[src/rtl/cpc_sdram_arbiter.sv]
// SDRAM command-port arbiter: ROM download bytes vs. CPU ram port, switched per clkref slot.
// Optional ARB_STATS_EN adds dl_count/dl_drop download statistics outputs.
module cpc_sdram_arbiter #(
  parameter int PAGE_BITS = 14,
  parameter int ADDR_W    = 23,
  parameter int MAX_PAGE  = 5
) (
  input  logic              clk_sys,
  input  logic              reset,
  input  logic              ce_ref,
  input  logic              dl_active,
  input  logic              dl_wr,
  input  logic [24:0]       dl_addr,
  input  logic [7:0]        dl_data,
  output logic              dl_wait,
  input  logic              cpu_r,
  input  logic              cpu_w,
  input  logic [ADDR_W-1:0] cpu_a,
  input  logic [7:0]        cpu_din,
  input  logic [1:0]        cpu_bank,
  output logic              mem_oe,
  output logic              mem_we,
  output logic [ADDR_W-1:0] mem_addr,
  output logic [1:0]        mem_bank,
  output logic [7:0]        mem_din,
  output logic              cpu_hold
`ifdef ARB_STATS_EN
  ,
  output logic [15:0]       dl_count,
  output logic [7:0]        dl_drop
`endif
);

  // state  | meaning
  // IDLE   | no byte pending, dl_wait low
  // ARM    | byte latched, waiting for the next slot
  // COMMIT | mem_we driven for one full slot
  localparam logic [1:0] S_IDLE   = 2'd0;
  localparam logic [1:0] S_ARM    = 2'd1;
  localparam logic [1:0] S_COMMIT = 2'd2;

  localparam int HI_W = ADDR_W - PAGE_BITS;
  localparam int PG_W = 25 - PAGE_BITS;

  logic [1:0]        state;
  logic              dl_own;
  logic              own_next;
  logic [ADDR_W-1:0] lat_addr;
  logic              lat_bank;
  logic [7:0]        lat_data;

  logic [PG_W-1:0]   page;
  logic              page_ok;
  logic [HI_W-1:0]   page_hi;
  logic              page_bank;

  always_comb begin
    page      = dl_addr[24:PAGE_BITS];
    page_ok   = (page <= PG_W'(MAX_PAGE));
    page_bank = (page >= PG_W'(3));
    page_hi   = HI_W'(263);
    case (page)
      PG_W'(0), PG_W'(3): page_hi = HI_W'(0);
      PG_W'(1), PG_W'(4): page_hi = HI_W'(256);
      default:            page_hi = HI_W'(263);
    endcase
  end

  // Ownership is only re-evaluated on a slot boundary so no slot is split.
  assign own_next = ce_ref ? (dl_active || (state != S_IDLE)) : dl_own;
  assign cpu_hold = dl_own;

  always_ff @(posedge clk_sys or posedge reset) begin
    if (reset) begin
      state    <= S_IDLE;
      dl_own   <= 1'b0;
      dl_wait  <= 1'b0;
      lat_addr <= '0;
      lat_bank <= 1'b0;
      lat_data <= '0;
      mem_oe   <= 1'b0;
      mem_we   <= 1'b0;
      mem_addr <= '0;
      mem_bank <= '0;
      mem_din  <= '0;
    end else begin
      case (state)
        S_IDLE: if (dl_wr && page_ok) begin
          lat_addr <= {page_hi, dl_addr[PAGE_BITS-1:0]};
          lat_bank <= page_bank;
          lat_data <= dl_data;
          dl_wait  <= 1'b1;
          state    <= S_ARM;
        end
        S_ARM: if (ce_ref) state <= S_COMMIT;
        S_COMMIT: if (ce_ref) begin
          dl_wait <= 1'b0;
          state   <= S_IDLE;
        end
        default: state <= S_IDLE;
      endcase

      dl_own <= own_next;

      if (own_next) begin
        mem_oe <= 1'b0;
        mem_we <= ((state == S_ARM) && ce_ref) || ((state == S_COMMIT) && !ce_ref);
        if ((state == S_ARM) && ce_ref) begin
          mem_addr <= lat_addr;
          mem_bank <= {1'b0, lat_bank};
          mem_din  <= lat_data;
        end
      end else begin
        mem_oe   <= cpu_r && !cpu_w;
        mem_we   <= cpu_w;
        mem_addr <= cpu_a;
        mem_bank <= cpu_bank;
        mem_din  <= cpu_din;
      end
    end
  end

`ifdef ARB_STATS_EN
  logic dl_active_q;

  always_ff @(posedge clk_sys or posedge reset) begin
    if (reset) begin
      dl_active_q <= 1'b0;
      dl_count    <= '0;
      dl_drop     <= '0;
    end else begin
      dl_active_q <= dl_active;
      if (dl_active && !dl_active_q) begin
        dl_count <= '0;
        dl_drop  <= '0;
      end else begin
        if ((state == S_COMMIT) && ce_ref && (dl_count != 16'hFFFF))
          dl_count <= dl_count + 16'd1;
        if ((state == S_IDLE) && dl_wr && !page_ok && (dl_drop != 8'hFF))
          dl_drop <= dl_drop + 8'd1;
      end
    end
  end
`endif

endmodule

[config.mk]
export PLATFORM = sky130hd
export DESIGN_NAME = cpc_sdram_arbiter
export DESIGN_NICKNAME = d
export VERILOG_FILES = /design/src/rtl/cpc_sdram_arbiter.sv
export SDC_FILE = /design/constraint.sdc
export NUM_CORES = 1
export LEC_CHECK = 0
export ABC_AREA = 1
export ABC_CLOCK_PERIOD_IN_PS = 4600
export BUFFER_PORTS_ARGS = -buffer_cell sky130_fd_sc_hd__buf_2
export CORE_MARGIN = 2
export CORE_UTILIZATION = 52
export CTS_CLUSTER_SIZE = 30
export DETAILED_ROUTE_END_ITERATION = 6
export PLACE_DENSITY = 0.85
export SLEW_MARGIN = 10
export SYNTH_ARGS = -nofsm -noshare
export SYNTH_HDL_FRONTEND = slang
export SYNTH_SLANG_ARGS = --single-unit
[constraint.sdc]
create_clock -name clk_sys -period 4.6 [get_ports clk_sys]
set_input_delay 0.23 -clock clk_sys [delete_from_list [all_inputs] [get_ports clk_sys]]
set_output_delay 0.23 -clock clk_sys [all_outputs]
set_load 0.02 [all_outputs]
==> results of run 1 <==
synth_stat cells, drive strengths merged:
cell,count
nor3b,2
nand3,30
dfrtp,64
inv,11
nor2,13
nor3,2
a31oi,1
nand2,140
buf,15
a22oi,24
o21ai,3
o31ai,1
metrics by stage:
| stage | utilization | cell area (sq um) | power [mW] | hold slack, ns |
|---|---|---|---|---|
| global route | 0.687 | 3530 | 1.49 | 0.0808 |
| CTS | 0.687 | 3530 | 1.44 | 0.0644 |
| global placement | 0.644 | 3310 | 0.908 | 0.402 |
| detailed placement | 0.644 | 3310 | 0.915 | 0.414 |
| floorplan | - | 2790 | 0.814 | 0.300 |
| finish | 0.687 | 3530 | 1.42 | 0.0802 |
sequential cells by signal (all words and copies together), names as in the netlist:
signal and count:
mem_addr 23, dl_wait 1, lat_addr 16, state 2, mem_oe 1, lat_bank 1
mem_bank 2, cpu_hold 1, mem_din 8, mem_we 1, lat_data 8
logic make-up after synthesis:
kind of cell	Yosys count	share of synthesized area
simple gates	187	0.286
buf+inv	26	0.0637
flops	64	0.574
compound gates	29	0.0762
worst max-delay path, stage by stage (launching register included):
cell and delay [ns]:
dfrtp_1 0.48, nor3b_4 0.86, nand2_4 0.35, nand2_1 0.13
o21ai_0 0.08
path summary, 6_finish.rpt:
check,endpoint,slack (ns),startpoint
max,lat_addr[16],2.56,state[1]
min,mem_oe,0.08,cpu_w
max reg2reg,lat_addr[16],2.56,state[1]
min reg2reg,mem_addr[18],0.47,mem_addr[18]
max in group asynchronous,mem_addr[20],3.95,reset
min in group asynchronous,mem_addr[21],0.10,reset
report_power, final:
part | internal, mW | switching, mW | total (mW) | leakage [nW]
Clock | 0.317 | 0.205 | 0.522 | 0.112
Sequential | 0.621 | 0.0315 | 0.652 | 0.824
Combinational | 0.0890 | 0.161 | 0.251 | 1.09
placed cells by master, fill, tap and decap left out, drive strengths merged, types with 2 or more instances in the layout:
cell type	n
nand2	140
buf	111
dfrtp	64
nand3	30
a22oi	24
nor2	13
inv	11
clkbuf	10
clkinv	3
o21ai	3
bufinv	2
nor3	2
nor3b	2
routing by layer:
metal / GRT usage / routed length, microns / vias to the layer above
met4: 0.0839 / 68 / 0
met3: 0.0506 / 532 / 8
met2: 0.368 / 2990 / 106
met1: 0.305 / 2760 / 1111
li1: - / - / 1208
met5: 0 / 0 / -
final cells by class:
type | instances | area [sq um] | share of cell area
clock buffers | 10 | 138 | 0.0390
clock inverters | 6 | 82.6 | 0.0234
inverters | 11 | 41.3 | 0.0117
multi-input cells | 216 | 1020 | 0.289
flip-flops and latches | 64 | 1600 | 0.454
well taps | 70 | 87.6 | 0.0248
repair buffers | 111 | 561 | 0.159
==> impl_metrics.csv, run 1 <==
group,metric,value,unit
run_status,outcome,"finished clean",
setup_path,cp-start-kind,"register",
global_routing,gr-total-overflow,0,
min_path,hold_path_class,"input pin to register",
drt,drtAntennaViolNets,0,
place,gp_congestion,0.823,
timing,tns,0,ns
drt,drt_iter0_markers,159,
setup_path,crit_arrival,2.23,ns
floorplanning,start_util,0.543,
drt,vias_per_cell,4.99,
synth,netlist_instances,306,
place,io_buffers,109,
floorplanning,die_w,77.3,microns
power_and_ir_drop,p_leak,2.03,nW
timing,drv_slew,0,
cells_and_area,final_layout_size_suffix_gt1_frac,0.333,
cts,cts_hold_buf,0,
floorplanning,ios,110,
setup_path,reg2reg_depth,4,
timing,tightest_slew,0.998,ns
cells_and_area,syn_to_final_growth,26.5,%
cells_and_area,nNetsFinal,486,
drt,drt_wl_total,6340,microns
place,dp_hpwl,4300,microns
setup_path,worstPathMaxFanout,28,
power_and_ir_drop,power_density,404,mW/mm^2
place,dp.cells,472,
synth,synth_seq_cells,64,
floorplanning,rows,26,
cells_and_area,n_antenna_cell,0,
timing,final.min_clock_period,2.04,ns
cts,cts_htree_levels,3,
synth,syn_area,0.00279,sq mm
min_path,min_path_cells,2,
synth,yosys.area.top_type,"dfrtp_1",
timing,rsz0062_at_grt,"no",
synth,synth_nets,379,
global_routing,grt_pass1_vias,2399,
floorplanning,core-area,0.00514,sq mm
synth,yosys_warnings,0,
timing,fin_skew,0.00920,ns
synth,syn-mean-instance-area,9.12,sq um
drt,vias,2433,
drt,drc_errors,0,
cells_and_area,layout.cells.non_filler,488,
synth,yosysUniqueCellTypes,22,
cts,cts_tree,"yes",
setup_path,critPathKind,"register to register",
cts,clock_path_buffers,2,
cts,cts_root_buf,"clkbuf_8",
timing,max_freq,491,MHz
cts,cts_made_buffers,9,
cts,postCtsResizedCells,0,
setup_path,required,4.79,ns
synth,synth.top_cell.area_share,0.574,
power_and_ir_drop,peakVddDrop,0.000183,V
timing,finalSetupViolations,0,
timing,timing.final.crit_share,0.443,
drt,drtPass1Iterations,5,
flow_run,drv_cap,0,
cts,insertion_delay,0.32,ns
setup_path,critPathCaptureType,"register",
cts,postCtsSetupRepairBufs,0,
floorplanning,dieArea,0.00597,sq mm
global_routing,grt_pass1_wl,10700,microns
cells_and_area,fillers,433,
cts,clkTransAtPathRegs,0.07,ns
cts,cts_num_sinks,64,
floorplanning,die_h,77.3,microns
global_routing,antenna_found_initial,0,
timing,worst_slack,2.56,ns
timing,hold_viol,0,
drt,wl_per_cell,13.0,microns
synth,synthTopCellsByArea,"dfrtp_1 (57%), nand2_1 (18%), a22oi_1 (6.5%)",
synth,yosysSeqAreaShare,0.574,
global_routing,grt_max_degree,65,
global_routing,track_usage,0.228,
place,place_ws,2.57,ns
timing,relSlewSlack,0.334,
Power figures use the tool's default switching activity.
==> run 2: changes to the inputs <==
- ABC_CLOCK_PERIOD_IN_PS: 4600 -> 1700
- CORE_UTILIZATION: 52 -> 44
- PLACE_DENSITY: 0.85 -> 0.76
- clock period: 4.6 -> 1.7 ns (I/O delays scaled with it)
==> run 2 against run 1 <==
Against the previous run:
- worst setup slack worse by 2.5 ns
- non-clock buffer count up 62
- die area up 17%
- sequential power rose to 2.7 times the previous value
- utilization down 1.9 points
- critical endpoint is now mem_oe
- largest power group unchanged
==> impl_metrics.csv, run 2 (synthesis results as in run 1) <==
group,metric,value,unit
drt,vias,2738,
drt,drc_errors,0,
timing,tightest_slew,0.832,ns
timing,fin_skew,0.00793,ns
min_path,worstHoldStart,"dl_addr[10]",
floorplanning,start_util,0.447,
place,dp_hpwl,4600,microns
setup_path,r2r_slack,0.09,ns
cts,cts_root_buf,"clkbuf_8",
setup_path,critPathKind,"register to register",
timing,max_freq,620,MHz
setup_path,cpPeakStageDelay,0.43,ns
cts,postCtsResizedCells,0,
floorplanning,rows,29,
setup_path,cp_slowest_cell,"dfrtp_1",
floorplanning,dieArea,0.00700,sq mm
cts,clkTransAtPathRegs,0.07,ns
global_routing,grt_max_degree,35,
cts,insertion_delay,0.33,ns
place,place_ws,0.111,ns
cells_and_area,final_common_cell,"nand2_1",
setup_path,cp-start-kind,"register",
floorplanning,die_w,83.7,microns
cells_and_area,final_layout_size_suffix_gt1_frac,0.304,
setup_path,critPathTopFamily,"buffers and inverters",
timing,hold_viol,0,
global_routing,antenna_found_initial,0,
timing,hold_ws,0.00953,ns
drt,drtPass1Iterations,4,
timing,finalSetupViolations,0,
setup_path,required,1.94,ns
drt,drt_iter0_markers,133,
global_routing,gr-total-overflow,0,
cells_and_area,nNetsFinal,549,
cells_and_area,final_core_util,0.668,
floorplanning,die_h,83.7,microns
setup_path,reg2reg_from,"state[0]",
power_and_ir_drop,power_density,950,mW/mm^2
drt,wl_per_cell,13.8,microns
drt,drtAntennaViolNets,0,
min_path,hold_path_class,"input pin to register",
cts,cts_num_sinks,64,
floorplanning,ios,110,
setup_path,reg2reg_depth,6,
place,gp_congestion,0.774,
power_and_ir_drop,peakVddDrop,0.000552,V
setup_path,path_buf_inv,2,
power_and_ir_drop,p_leak,2.30,nW
cts,clock_path_buffers,2,
min_path,holdPathEnd,"lat_addr[10]",
setup_path,worstPathMaxFanout,34,
place,io_buffers,109,
global_routing,grt_pass1_vias,2789,
cells_and_area,n_antenna_cell,0,
min_path,min_path_cells,3,
cells_and_area,fillers,521,
cells_and_area,syn_to_final_growth,49.4,%
cts,cts_made_buffers,9,
timing,worst_slack,0.0863,ns
timing,final.min_clock_period,1.61,ns
setup_path,crit_arrival,1.85,ns
timing,tns,0,ns
power_and_ir_drop,finalPower,3.96,mW
cells_and_area,largest_reg_flops,23,
timing,relSlewSlack,0.445,
setup_path,critPathCaptureType,"register",
run_status,outcome,"finished clean",
global_routing,grt_pass1_wl,12600,microns
cts,cts_tree,"yes",
drt,vias_per_cell,4.91,
timing,timing.final.crit_share,0.949,
flow_run,drv_cap,0,
cells_and_area,layout_common_cells,"nand2_1 (134), buf_2 (109), dfrtp_1 (64)",
floorplanning,core-area,0.00624,sq mm
setup_path,r2r_end,"mem_oe",
timing,drv_slew,0,
setup_path,crit_chain,"nor2_1 > nand2_1 > o21ai_4 > buf_4 > inv_1 > nor3b_1",
cts,cts_htree_levels,3,
drt,drt_wl_total,7710,microns
timing,rsz0062_at_grt,"yes",
cells_and_area,largest-register,"mem_addr",
cells_and_area,top_regs,"mem_addr x23, lat_addr x16",
global_routing,track_usage,0.225,
==> run 2: metrics by stage <==
step	std cells	instance area, sq um
after floorplan	306	2790
after global placement	486	3400
after detailed placement	486	3400
after CTS	557	4170
after global routing	558	4170
final	558	4170
==> run 2: where the power goes <==
| part | total (mW) | internal, mW | leakage (nW) | switching (mW) |
|---|---|---|---|---|
| registers | 1.77 | 1.68 | 0.824 | 0.0891 |
| clock network | 1.38 | 0.836 | 0.113 | 0.545 |
| logic | 0.810 | 0.339 | 1.37 | 0.471 |
| total | 3.96 | 2.86 | 2.30 | 1.10 |
==> run 2: per-layer routing <==
layer	vias to the layer above	GRT usage	wire length (microns)
li1	1340	-	-
met1	1289	0.280	3220
met2	94	0.387	3910
met3	15	0.0326	404
met4	0	0.101	176
met5	-	0	0
==> run 2: final cells by class <==
| type | count | area (sq um) | area share |
|---|---|---|---|
| multi-input combinational | 217 | 1030 | 0.246 |
| inverter | 11 | 41.3 | 0.00990 |
| clock buffer | 14 | 183 | 0.0438 |
| clock inverter | 2 | 35.0 | 0.00840 |
| timing repair buffer | 173 | 1190 | 0.285 |
| tap | 77 | 96.3 | 0.0231 |
| sequential | 64 | 1600 | 0.384 |
==> run 2: how the worst max path moves through the flow <==
stage | end | depth (start not counted) | slack [ns] | from
finish | mem_oe | 6 | 0.09 | state[0]
global placement | mem_addr[15] | 6 | 0.19 | state[0]
floorplan | cpu_hold | 1 | 0.02 | reset
global route | mem_addr[10] | 6 | -0.04 | state[0]
detailed placement | mem_din[7] | 6 | 0.11 | state[0]
CTS | mem_din[7] | 6 | 0.09 | state[0]
==> run 2: what timing repair did <==
| action | in CTS | in global routing |
|---|---|---|
| hold buffers | 55 | 0 |
| endpoints found under the hold margin | 66 | 0 |
| setup endpoints to repair | 0 | 9 |
| buffers inserted | 0 | 0 |
==> run 2: worst register-to-register path, cell delays in order, from the launching register on <==
cell and delay, ns:
dfrtp_1 0.43, nor2_1 0.10, nand2_1 0.09, o21ai_4 0.10
buf_4 0.39, inv_1 0.16, nor3b_1 0.25
==> run 3: changes to the inputs <==
- CTS_BUF_LIST: default -> sky130_fd_sc_hd__clkbuf_8 sky130_fd_sc_hd__clkbuf_16
==> run 3 against run 2 <==
Against the previous run:
- die area unchanged
- via count decreased by 0.37%
- cell area unchanged
- worst hold slack improved by 0.0052 ns
- sequential cell count unchanged
- sequential power about the same
- critical path type unchanged
- largest cell class unchanged
- highest routed layer unchanged
==> impl_metrics.csv, run 3 (synthesis results as in run 1) <==
group,metric,value,unit
power_and_ir_drop,power_density,949,mW/mm^2
drt,drt_wl_total,7690,microns
cells_and_area,syn_to_final_growth,49.4,%
cells_and_area,regArea,0.00160,sq mm
setup_path,worstPathMaxFanout,34,
place,gp_congestion,0.774,
min_path,min_path_cells,2,
cts,insertion_delay,0.33,ns
setup_path,critPathTopFamily,"buffers and inverters",
floorplanning,rows,29,
timing,drv_slew,0,
cts,clkTransAtPathRegs,0.07,ns
floorplanning,dieArea,0.00700,sq mm
setup_path,cpPeakStageDelay,0.43,ns
setup_path,cp-start-kind,"register",
cts,cts_root_buf,"clkbuf_8",
floorplanning,die_h,83.7,microns
min_path,holdPathEnd,"state[0]",
setup_path,crit_arrival,1.86,ns
timing,rsz0062_at_grt,"yes",
drt,wl_per_cell,13.8,microns
cells_and_area,largest_reg_flops,23,
cts,cts_htree_levels,3,
timing,hold_viol,0,
cells_and_area,largest-register,"mem_addr",
setup_path,critPathCaptureType,"register",
timing,max_freq,618,MHz
drt,drt_iter0_markers,147,
timing,finalSetupViolations,0,
cts,cts_tree,"yes",
cts,postCtsSetupRepairBufs,0,
drt,vias,2728,
power_and_ir_drop,peakVddDrop,0.000554,V
setup_path,r2r_slack,0.08,ns
global_routing,antenna_found_initial,0,
drt,drtPass1Iterations,4,
cells_and_area,final_layout_size_suffix_gt1_frac,0.304,
timing,final.min_clock_period,1.62,ns
cts,clock_path_buffers,2,
floorplanning,start_util,0.447,
min_path,hold_path_class,"input pin to register",
global_routing,grt_pass1_vias,2789,
setup_path,crit_chain,"nor2_1 > nand2_1 > o21ai_4 > buf_4 > inv_1 > nor3b_1",
setup_path,path_buf_inv,2,
cells_and_area,nNetsFinal,549,
cells_and_area,final_common_cell,"nand2_1",
cts,cts_made_buffers,9,
min_path,worstHoldStart,"ce_ref",
place,io_buffers,109,
run_status,outcome,"finished clean",
cells_and_area,fillers,521,
cells_and_area,multi_input_area,0.00103,sq mm
setup_path,path_depth,6,
global_routing,grt_pass1_wl,12600,microns
floorplanning,core-area,0.00624,sq mm
cts,postCtsResizedCells,0,
cts,cts_num_sinks,64,
cells_and_area,top_regs,"mem_addr x23, lat_addr x16",
place,dp_hpwl,4600,microns
setup_path,reg2reg_depth,6,
timing,tightest_slew,0.836,ns
global_routing,track_usage,0.225,
drt,drtAntennaViolNets,0,
setup_path,required,1.94,ns
floorplanning,die_w,83.7,microns
global_routing,gr-total-overflow,0,
timing,relSlewSlack,0.442,
setup_path,r2r_end,"mem_oe",
global_routing,grt_max_degree,35,
cells_and_area,layout_common_cells,"nand2_1 (134), buf_2 (109), dfrtp_1 (64)",
timing,timing.final.crit_share,0.952,
setup_path,cp-startpoint,"state[0]",
power_and_ir_drop,p_leak,2.31,nW
cells_and_area,n_antenna_cell,0,
floorplanning,ios,110,
timing,hold_ws,0.0148,ns
drt,drc_errors,0,
setup_path,cp_slowest_cell,"dfrtp_1",
flow_run,drv_cap,0,
timing,fin_skew,0.00827,ns
drt,vias_per_cell,4.89,
setup_path,critPathKind,"register to register",
power_and_ir_drop,finalPower,3.96,mW
setup_path,reg2reg_from,"state[0]",
[run 3: changes by cell type in the layout (fill, tap and decap cells not counted), sizes merged]
cell / delta
clkbuf: -1
inv: +1
[run 3: where the power goes]
part	internal [mW]	switching, mW	total [mW]
Combinational	0.339	0.471	0.810
Clock	0.830	0.548	1.38
Sequential	1.68	0.0893	1.77
Total	2.85	1.11	3.96
[run 3: metal layers]
metal | up-vias | share of wire | GRT usage
li1 | 1337 | - | -
met1 | 1285 | 0.42 | 0.280
met5 | - | 0 | 0
met3 | 15 | 0.051 | 0.0326
met2 | 91 | 0.51 | 0.387
met4 | 0 | 0.022 | 0.101
[run 3: area by class of cell]
class                   count  area share
well taps                  77      0.0231
repair buffers            173       0.285
multi-input cells         217       0.246
inverters                  11     0.00990
flip-flops and latches     64       0.384
clock buffers              13      0.0429
clock inverters             3     0.00930
[run 3: what timing repair did]
| action | in CTS | in global routing |
|---|---|---|
| setup endpoints to repair | 0 | 9 |
| hold buffers | 55 | 0 |
| endpoints found under the hold margin | 66 | 0 |
[run 3: worst max-delay path by stage]
stage | slack [ns] | endpoint
2_1_floorplan | 0.02 | cpu_hold
3_3_place_gp | 0.19 | mem_addr[15]
3_5_place_dp | 0.11 | mem_din[7]
4_1_cts | 0.09 | mem_din[7]
5_1_grt | -0.04 | mem_addr[10]
6_report | 0.08 | mem_oe
[run 3: stage by stage]
step | util | TNS, ns | std cells | cell area [sq um] | worst slack (ns)
6_report | 0.668 | 0 | 558 | 4170 | 0.0813
5_1_grt | 0.668 | -0.313 | 558 | 4170 | -0.0362
4_1_cts | 0.667 | 0 | 557 | 4170 | 0.0928
3_5_place_dp | 0.544 | 0 | 486 | 3400 | 0.111
3_3_place_gp | 0.544 | 0 | 486 | 3400 | 0.186
2_1_floorplan | - | 0 | 306 | 2790 | 0.0169
